==> src/rtl/led_pattern_engine.sv <==
// LED effect generator for the vending front panel: static, running, ping-pong,
// counted-flash and PWM breathing effects over LED_NUM indicators.

package led_pattern_pkg;
  typedef enum logic [2:0] {
    M_OFF     = 3'd0,
    M_ON      = 3'd1,
    M_SINGLE  = 3'd2,
    M_RUN     = 3'd3,
    M_BOUNCE  = 3'd4,
    M_FLASH   = 3'd5,
    M_BREATHE = 3'd6,
    M_RSVD    = 3'd7
  } mode_e;

  typedef enum logic {
    FL_RUN  = 1'b0,
    FL_DONE = 1'b1
  } flash_st_e;

  // Per-LED decode request; pos is carried at the widest LED index (16 LEDs).
  typedef struct packed {
    mode_e      mode;
    logic       blank;
    logic [3:0] sel;
    logic [3:0] pos;
    logic       flash_lit;
    logic       pwm_lit;
  } lane_req_t;
endpackage

// One LED: decides whether this index is lit for the current effect.
module led_pattern_lane
  import led_pattern_pkg::*;
#(
  parameter int IDX = 0
) (
  input  lane_req_t req_i,
  output logic      lit_o
);
  always_comb begin
    lit_o = 1'b0;
    if (!req_i.blank) begin
      case (req_i.mode)
        M_ON:              lit_o = 1'b1;
        M_SINGLE:          lit_o = (req_i.sel == 4'(IDX));
        M_RUN, M_BOUNCE:   lit_o = (req_i.pos == 4'(IDX));
        M_FLASH:           lit_o = req_i.flash_lit;
        M_BREATHE:         lit_o = req_i.pwm_lit;
        default:           lit_o = 1'b0;
      endcase
    end
  end
endmodule

module led_pattern_engine
  import led_pattern_pkg::*;
#(
  parameter int LED_NUM  = 4,
  parameter int TICK_DIV = 4_000_000,
  parameter int PWM_BITS = 8
) (
  input  logic               clk,
  input  logic               rst_n,
  input  logic [2:0]         mode,
  input  logic [3:0]         sel,
  input  logic               dir,
  input  logic [3:0]         flash_cnt,
  output logic [LED_NUM-1:0] led,
  output logic               done
);
  localparam int TW = $clog2(TICK_DIV);
  localparam int PW = $clog2(LED_NUM);
  localparam logic [TW-1:0]       TMAX = TW'(TICK_DIV - 1);
  localparam logic [PW-1:0]       PMAX = PW'(LED_NUM - 1);
  localparam logic [PWM_BITS-1:0] DMAX = '1;

  mode_e               mode_in;
  mode_e               mode_q, mode_d;
  logic [TW-1:0]       tcnt_q, tcnt_d;
  logic [PW-1:0]       pos_q, pos_d;
  logic                up_q, up_d;
  logic                phase_q, phase_d;
  logic [3:0]          fcnt_q, fcnt_d;
  logic [3:0]          flim_q, flim_d;
  flash_st_e           fst_q, fst_d;
  logic [PWM_BITS-1:0] duty_q, duty_d;
  logic [PWM_BITS-1:0] pwm_q, pwm_d;
  logic [LED_NUM-1:0]  led_q, led_d;
  logic                done_q, done_d;

  logic       mode_chg;
  logic       animated;
  logic       tick;
  logic [3:0] fcnt_inc;
  lane_req_t  req;

  assign mode_in  = mode_e'(mode);
  assign mode_chg = (mode_in != mode_q);
  assign fcnt_inc = fcnt_q + 4'd1;

  always_comb begin
    case (mode_in)
      M_RUN, M_BOUNCE, M_FLASH, M_BREATHE: animated = 1'b1;
      default:                             animated = 1'b0;
    endcase
  end

  assign tick = animated && !mode_chg && (tcnt_q == TMAX);

  // Static modes decode straight from the inputs; animated modes from state,
  // blanked during the reload cycle so the first pattern follows the reload.
  always_comb begin
    req           = '0;
    req.mode      = mode_in;
    req.blank     = mode_chg && animated;
    req.sel       = sel;
    req.pos       = 4'(pos_q);
    req.flash_lit = phase_q && (fst_q == FL_RUN);
    req.pwm_lit   = (pwm_q < duty_q);
  end

  for (genvar i = 0; i < LED_NUM; i++) begin : g_lane
    led_pattern_lane #(.IDX(i)) u_lane (
      .req_i (req),
      .lit_o (led_d[i])
    );
  end

  always_comb begin
    mode_d  = mode_in;
    tcnt_d  = tcnt_q;
    pos_d   = pos_q;
    up_d    = up_q;
    phase_d = phase_q;
    fcnt_d  = fcnt_q;
    flim_d  = flim_q;
    fst_d   = fst_q;
    duty_d  = duty_q;
    pwm_d   = pwm_q + 1'b1;
    done_d  = 1'b0;

    if (mode_chg) begin
      tcnt_d  = '0;
      pos_d   = '0;
      up_d    = 1'b1;
      phase_d = 1'b1;
      fcnt_d  = '0;
      flim_d  = flash_cnt;
      fst_d   = FL_RUN;
      duty_d  = '0;
      pwm_d   = '0;
    end else begin
      if (!animated)  tcnt_d = '0;
      else if (tick)  tcnt_d = '0;
      else            tcnt_d = tcnt_q + 1'b1;

      if (tick) begin
        case (mode_in)
          M_RUN: begin
            if (!dir) pos_d = (pos_q == PMAX) ? '0 : pos_q + 1'b1;
            else      pos_d = (pos_q == '0) ? PMAX : pos_q - 1'b1;
          end
          M_BOUNCE: begin
            if (up_q) begin
              if (pos_q == PMAX) begin
                up_d  = 1'b0;
                pos_d = pos_q - 1'b1;
              end else begin
                pos_d = pos_q + 1'b1;
              end
            end else begin
              if (pos_q == '0) begin
                up_d  = 1'b1;
                pos_d = pos_q + 1'b1;
              end else begin
                pos_d = pos_q - 1'b1;
              end
            end
          end
          M_FLASH: begin
            if (fst_q == FL_RUN) begin
              phase_d = ~phase_q;
              // A cycle completes on the tick that ends an off phase.
              if (!phase_q && (flim_q != 4'd0)) begin
                fcnt_d = fcnt_inc;
                if (fcnt_inc == flim_q) begin
                  fst_d   = FL_DONE;
                  phase_d = 1'b0;
                  done_d  = 1'b1;
                end
              end
            end
          end
          M_BREATHE: begin
            if (up_q) begin
              if (duty_q == DMAX) begin
                up_d   = 1'b0;
                duty_d = duty_q - 1'b1;
              end else begin
                duty_d = duty_q + 1'b1;
              end
            end else begin
              if (duty_q == '0) begin
                up_d   = 1'b1;
                duty_d = duty_q + 1'b1;
              end else begin
                duty_d = duty_q - 1'b1;
              end
            end
          end
          default: ;
        endcase
      end
    end
  end

  always_ff @(posedge clk or negedge rst_n) begin
    if (!rst_n) begin
      mode_q  <= M_OFF;
      tcnt_q  <= '0;
      pos_q   <= '0;
      up_q    <= 1'b1;
      phase_q <= 1'b0;
      fcnt_q  <= '0;
      flim_q  <= '0;
      fst_q   <= FL_RUN;
      duty_q  <= '0;
      pwm_q   <= '0;
      led_q   <= '0;
      done_q  <= 1'b0;
    end else begin
      mode_q  <= mode_d;
      tcnt_q  <= tcnt_d;
      pos_q   <= pos_d;
      up_q    <= up_d;
      phase_q <= phase_d;
      fcnt_q  <= fcnt_d;
      flim_q  <= flim_d;
      fst_q   <= fst_d;
      duty_q  <= duty_d;
      pwm_q   <= pwm_d;
      led_q   <= led_d;
      done_q  <= done_d;
    end
  end

  assign led  = led_q;
  assign done = done_q;
endmodule

==> config.mk <==
export PLATFORM = sky130hd
export DESIGN_NAME = led_pattern_engine
export DESIGN_NICKNAME = d
export VERILOG_FILES = /design/src/rtl/led_pattern_engine.sv
export SDC_FILE = /design/constraint.sdc
export NUM_CORES = 1
export LEC_CHECK = 0
export CORE_MARGIN = 8
export CORE_UTILIZATION = 45
export CTS_CLUSTER_SIZE = 30
export DETAILED_ROUTE_END_ITERATION = 10
export GPL_TIMING_DRIVEN = 0
export PLACE_DENSITY = 0.65
export SYNTH_ARGS = -nofsm -noshare
export SYNTH_HDL_FRONTEND = slang
export SYNTH_SLANG_ARGS = --single-unit
==> constraint.sdc <==
create_clock -name clk -period 2.3 [get_ports clk]
set_clock_uncertainty 0.05 [all_clocks]
set_input_delay 0.575 -clock clk [delete_from_list [all_inputs] [get_ports clk]]
set_output_delay 0.575 -clock clk [all_outputs]
set_load 0.005 [all_outputs]
==> results of run 1 <==
==> path summary, 6_finish.rpt <==
| kind | endpoint | slack, ps | depth (start not counted) |
|---|---|---|---|
| hold / removal | tcnt_q[14] | 180 | 1 |
| setup / recovery | duty_q[2] | 110 | 6 |
| max in group asynchronous | duty_q[2] | 1430 | 2 |
| hold reg to reg | tcnt_q[0] | 450 | 1 |
| setup reg to reg | duty_q[2] | 110 | 6 |
| min in group clk | tcnt_q[0] | 450 | 1 |
==> cell type report <==
cell class	instances	share of cell area
clock inverter	6	0.0267
clock buffer	10	0.0299
buffer	12	0.0179
inverter	19	0.0167
sequential	59	0.347
tap	102	0.0299
multi-input combinational	291	0.477
timing repair buffer	25	0.0555
==> synth_stat cells (2+ instances only) <==
master,number,area share
dfrtp_1,58,0.41
nor2_1,49,0.051
nand2_1,34,0.036
nand3_1,23,0.032
xor2_1,21,0.051
inv_1,19,0.020
ha_1,17,0.060
xnor2_1,15,0.037
a21oi_1,12,0.017
o21ai_0,11,0.015
mux2i_1,9,0.025
nand4_1,9,0.016
nor3_1,9,0.013
clkbuf_1,8,0.0084
and3_1,7,0.012
nand2b_1,7,0.012
nor4_1,6,0.011
a211oi_1,5,0.011
and2_1,5,0.0088
nor2b_1,5,0.0088
o211ai_1,5,0.011
nor3b_1,3,0.0063
or4_1,3,0.0063
a221oi_1,2,0.0049
a32oi_1,2,0.0049
and4bb_2,2,0.0070
buf_4,2,0.0042
nand3b_1,2,0.0042
nor4b_2,2,0.0084
o2111ai_1,2,0.0049
or3_1,2,0.0035
==> metrics by stage <==
stage / power (mW) / instances
after floorplan: 1.17 / 381
after global placement: 1.24 / 501
after detailed placement: 1.24 / 502
after CTS: 2.42 / 524
after global routing: 2.49 / 524
final: 2.40 / 524
==> worst max-delay path: cells and delay by family, from the launching register on <==
kind / cells / cell delay, ps
AND/OR/NAND/NOR: 3 / 1150
flip-flops: 1 / 360
multiplexers: 1 / 210
buffers and inverters: 1 / 200
AO/OA/AOI/OAI: 1 / 140
==> sequential cells by signal, indices dropped and copies added, names as in the netlist, 2 cells and up <==
signal / count
fcnt_q: 4
led: 4
duty_q: 8
pos_q: 2
pwm_q: 8
mode_q: 3
flim_q: 4
tcnt_q: 22
==> routing by layer <==
metal	up-vias	global-route usage
li1	1409	-
met1	1388	0.193
met2	53	0.223
met3	8	0.0430
met4	0	0.0377
met5	-	0
==> logic make-up after synthesis <==
family,Yosys count
multiplexers,9
adder cells (fa/ha/maj),17
flip-flops,59
buffers and inverters,31
AO/OA/AOI/OAI,50
XOR/XNOR,37
AND/OR/NAND/NOR,178
==> timing repair <==
action | 4_1_cts | 5_1_grt
pin swaps | 1 | 2
hold endpoints to repair | 0 | 0
endpoints found under the setup margin | 33 | 28
setup buffers | 6 | 0
gates resized for setup | 11 | 9
==> where the power goes <==
group / leakage [nW] / switching (mW) / internal, mW
registers: 0.798 / 0.0167 / 1.05
logic: 0.831 / 0.0901 / 0.0754
clock network: 0.113 / 0.439 / 0.721
==> impl_metrics.ini, run 1 <==
[sta]
finalCritPeriodShare = 0.954
max_freq_mhz = 456
finalWorstPathRequiredPeriod_ps = 2190
hold_violations = 0
fin_ws_ps = 106
rsz0062_at_grt = false
tns_ps = 0
slew_headroom = 0.574
hold_slack_ps = 178
drv_slew = 0
worst_pin_slew_ps = 634
finalSetupViolCount = 0

[final_layout]
final_area_mm2 = 0.00426
n_antenna_cell = 0
drive_gt1_frac = 0.114
final_core_util = 0.552
final_cell_mix = dfrtp_1 (58), nor2_1 (49), nand2_1 (34), nand3_1 (23), xor2_1 (21)
seqCellArea_mm2 = 0.00148
final_common_cell = dfrtp_1
nNetsFinal = 448
multi_input_area_mm2 = 0.00203
fillerInstances = 672
area_growth_pct = 19.3

[power]
p_leak_nw = 1.74
p_per_area_mw_per_mm2 = 562
ir_drop_mv = 0.319

[route]
ant_nets = 0
drcViolationCount = 0
met2_length_um = 3430
wl_met1_um = 3830
drt_first_iter_violations = 100
wire_per_inst_um = 14.5
dr_wl_met3_um = 261
highest_layer = met4
wirelength_um = 7620
dr.pass1.iters = 4
num_vias = 2858
via_per_inst = 5.45

[setup_path]
startpoint = duty_q[2]
critical_path.max_fanout = 9
r2r-start = duty_q[2]
critPathLaunchType = register
critPathKind = reg -> reg
crit_path_end_kind = register
critPathMaxStageDelay_ps = 590
required_ps = 2510
crit_chain = clkbuf_1, or4_1, nor4_1, a211oi_1, nor3_2, mux2i_1
arrival_ps = 2410
cpMaxStageDelayCell = or4_1

[min_path]
hp-class = in -> async

[logic_synthesis]
yosys.area_share.xor_xnor = 0.0928
synth.mux.area_fraction = 0.0252
synthAdderAreaFrac = 0.0595
synth_simple_gate_area_frac = 0.265
syn_inst = 381
yosys_warnings = 0
synth-edff-count = 0
syn_area_per_cell_um2 = 9.38
synth_compound_area_frac = 0.107
ys_async_sr_fraction = 1.00
synth_top_family_by_area = simple AND/OR/NAND/NOR gates
syn_area_mm2 = 0.00357
syn_nets = 412
ys_seq_area_frac = 0.414
synth_ff_type = dfrtp_1
synth-seq-cells = 59
synth_cell_types = 56

[global_route]
grt_overflow_total = 0
antenna_found_initial = 0
grt_pass1_wl_um = 13200
grt_max_degree = 35
track_usage = 0.145
grt_pass1_vias = 2813

[outcome]
status = finished, final reports clean

[clock_network]
cts-htree-levels = 3
clk_latency_ps = 350
cts_buffers = 9
cts_tree = built
ctsLongestPathBuffers = 2
cts_sinks = 59
root_buffer = clkbuf_8
hold_buffers = 0
path_clk_slew_ps = 70

[place]
port_buffers = 18
dp.final_hpwl_um = 5610
placedInstanceArea_mm2 = 0.00390
gp_congestion = 0.916
dpl_worst_slack_ps = -573

[die]
num_rows = 32
die_area_mm2 = 0.0110
initial_core_util = 0.462
dieHeight_um = 105
io_pins = 19
core_mm2 = 0.00773
die_x_um = 105

[flow_run]
maxCapViolations = 0
Power figures use the tool's default switching activity.
==> run 2, diff against run 1 <==
- CELL_PAD_IN_SITES_DETAIL_PLACEMENT: not set -> 0
- CELL_PAD_IN_SITES_GLOBAL_PLACEMENT: not set -> 1
- PLACE_DENSITY: 0.65 -> 0.79
==> impl_metrics.ini, run 2 (same netlist as run 1, synthesis figures left out) <==
[outcome]
status = finished, final reports clean

[setup_path]
r2r_slack_ps = 100
crit_path_end_kind = register
arrival_ps = 2420
cp_top_family = simple AND/OR/NAND/NOR gates
r2r_end = duty_q[4]
critPathKind = in -> reg
critical_path.max_fanout = 8
r2r-start = tcnt_q[17]
cpMaxStageDelayCell = a2111o_1
worstPathBufferInverterCount = 2
reg2reg_depth = 5
critPathMaxStageDelay_ps = 480
crit_chain = dlygate4sd2_1, buf_6, and2b_2, nand4b_4, a2111o_1, and3_1, or3_1
crit_cells = 7
critPathLaunchType = primary input
required_ps = 2470

[sta]
finalWorstPathRequiredPeriod_ps = 2250
slew_headroom = 0.507
finalCritPeriodShare = 0.978
tns_ps = 0
max_freq_mhz = 445
fin_ws_ps = 51.7
drv_slew = 0
rsz0062_at_grt = false
worst_pin_slew_ps = 739
hold_violations = 0
finalSetupViolCount = 0

[power]
p_total_mw = 2.08
ir_drop_mv = 0.279
p_per_area_mw_per_mm2 = 502
p_leak_nw = 1.71

[global_route]
antenna_found_initial = 0
grt_pass1_wl_um = 13200
grt_max_degree = 33
grt_pass1_vias = 2731
grt_overflow_total = 0
track_usage = 0.147

[route]
via_per_inst = 5.39
ant_nets = 0
drt_first_iter_violations = 116
wire_per_inst_um = 14.8
met2_length_um = 3230
highest_layer = met4
dr_wl_met3_um = 333
num_vias = 2812
dr.pass1.iters = 4
drcViolationCount = 0
wirelength_um = 7720
wl_met1_um = 4080

[place]
dpl_worst_slack_ps = -566
dp.final_hpwl_um = 5580
gp_congestion = 0.821
port_buffers = 18

[final_layout]
multi_input_area_mm2 = 0.00201
n_antenna_cell = 0
final_cell_mix = dfrtp_1 (58), nor2_1 (49), nand2_1 (34), nand3_1 (23), xor2_1 (21)
largest_registers = tcnt_q: 22 flops, duty_q: 8 flops, pwm_q: 8 flops
largest_register_ffs = 22
regMostFlops = tcnt_q
fillerInstances = 707
seqCellArea_mm2 = 0.00148
drive_gt1_frac = 0.107
area_growth_pct = 16.3
nNetsFinal = 446
final_common_cell = dfrtp_1

[die]
initial_core_util = 0.462
die_x_um = 105
io_pins = 19
core_mm2 = 0.00773
num_rows = 32
dieHeight_um = 105
die_area_mm2 = 0.0110

[clock_network]
root_buffer = clkbuf_8
cts-htree-levels = 3
cts_tree = built
hold_buffers = 0
cts_buffers = 9
ctsLongestPathBuffers = 2
cts_sinks = 59
path_clk_slew_ps = 70
clk_latency_ps = 340

[min_path]
hp-class = in -> async

[flow_run]
maxCapViolations = 0
run 2: cell type report:
type,instances,area share
multi-input cells,291,0.483
well taps,102,0.0307
clock buffers,14,0.0391
clock inverters,2,0.00241
inverters,19,0.0172
plain buffers,12,0.0190
repair buffers,23,0.0533
flip-flops and latches,59,0.356
run 2: where the power goes:
| part | total, mW | internal, mW | switching (mW) |
|---|---|---|---|
| Sequential | 1.07 | 1.05 | 0.0178 |
| Clock | 0.847 | 0.448 | 0.399 |
| Combinational | 0.166 | 0.0742 | 0.0917 |
| Total | 2.08 | 1.58 | 0.509 |
run 2: layer usage:
metal / vias up / track usage
li1: 1413 / -
met1: 1341 / 0.211
met2: 49 / 0.203
met3: 9 / 0.0430
met4: 0 / 0.0489
met5: - / 0
run 2: timing repair:
item                       4_1_cts  5_1_grt
setup buffers                    4        0
pin swaps                        1        1
setup endpoints to repair       41       25
gates resized for setup         12        8
run 2: worst max path at each step:
| stage | from | to | slack [ps] |
|---|---|---|---|
| finish | mode[1] | duty_q[4] | 50 |
| global route | mode[0] | duty_q[4] | 10 |
| CTS | tcnt_q[17] | duty_q[4] | 10 |
| detailed placement | mode[0] | duty_q[2] | -570 |
| global placement | rst_n | pwm_q[2] | -1340 |
| floorplan | mode[1] | duty_q[4] | 110 |
run 2: metrics by stage:
stage	instance area [um2]	hold WS [ps]	std cells	util
2_1_floorplan	3570	229	381	-
3_3_place_gp	3880	431	501	0.502
3_5_place_dp	3900	455	502	0.504
4_1_cts	4140	275	522	0.535
5_1_grt	4160	306	522	0.538
6_report	4160	249	522	0.538
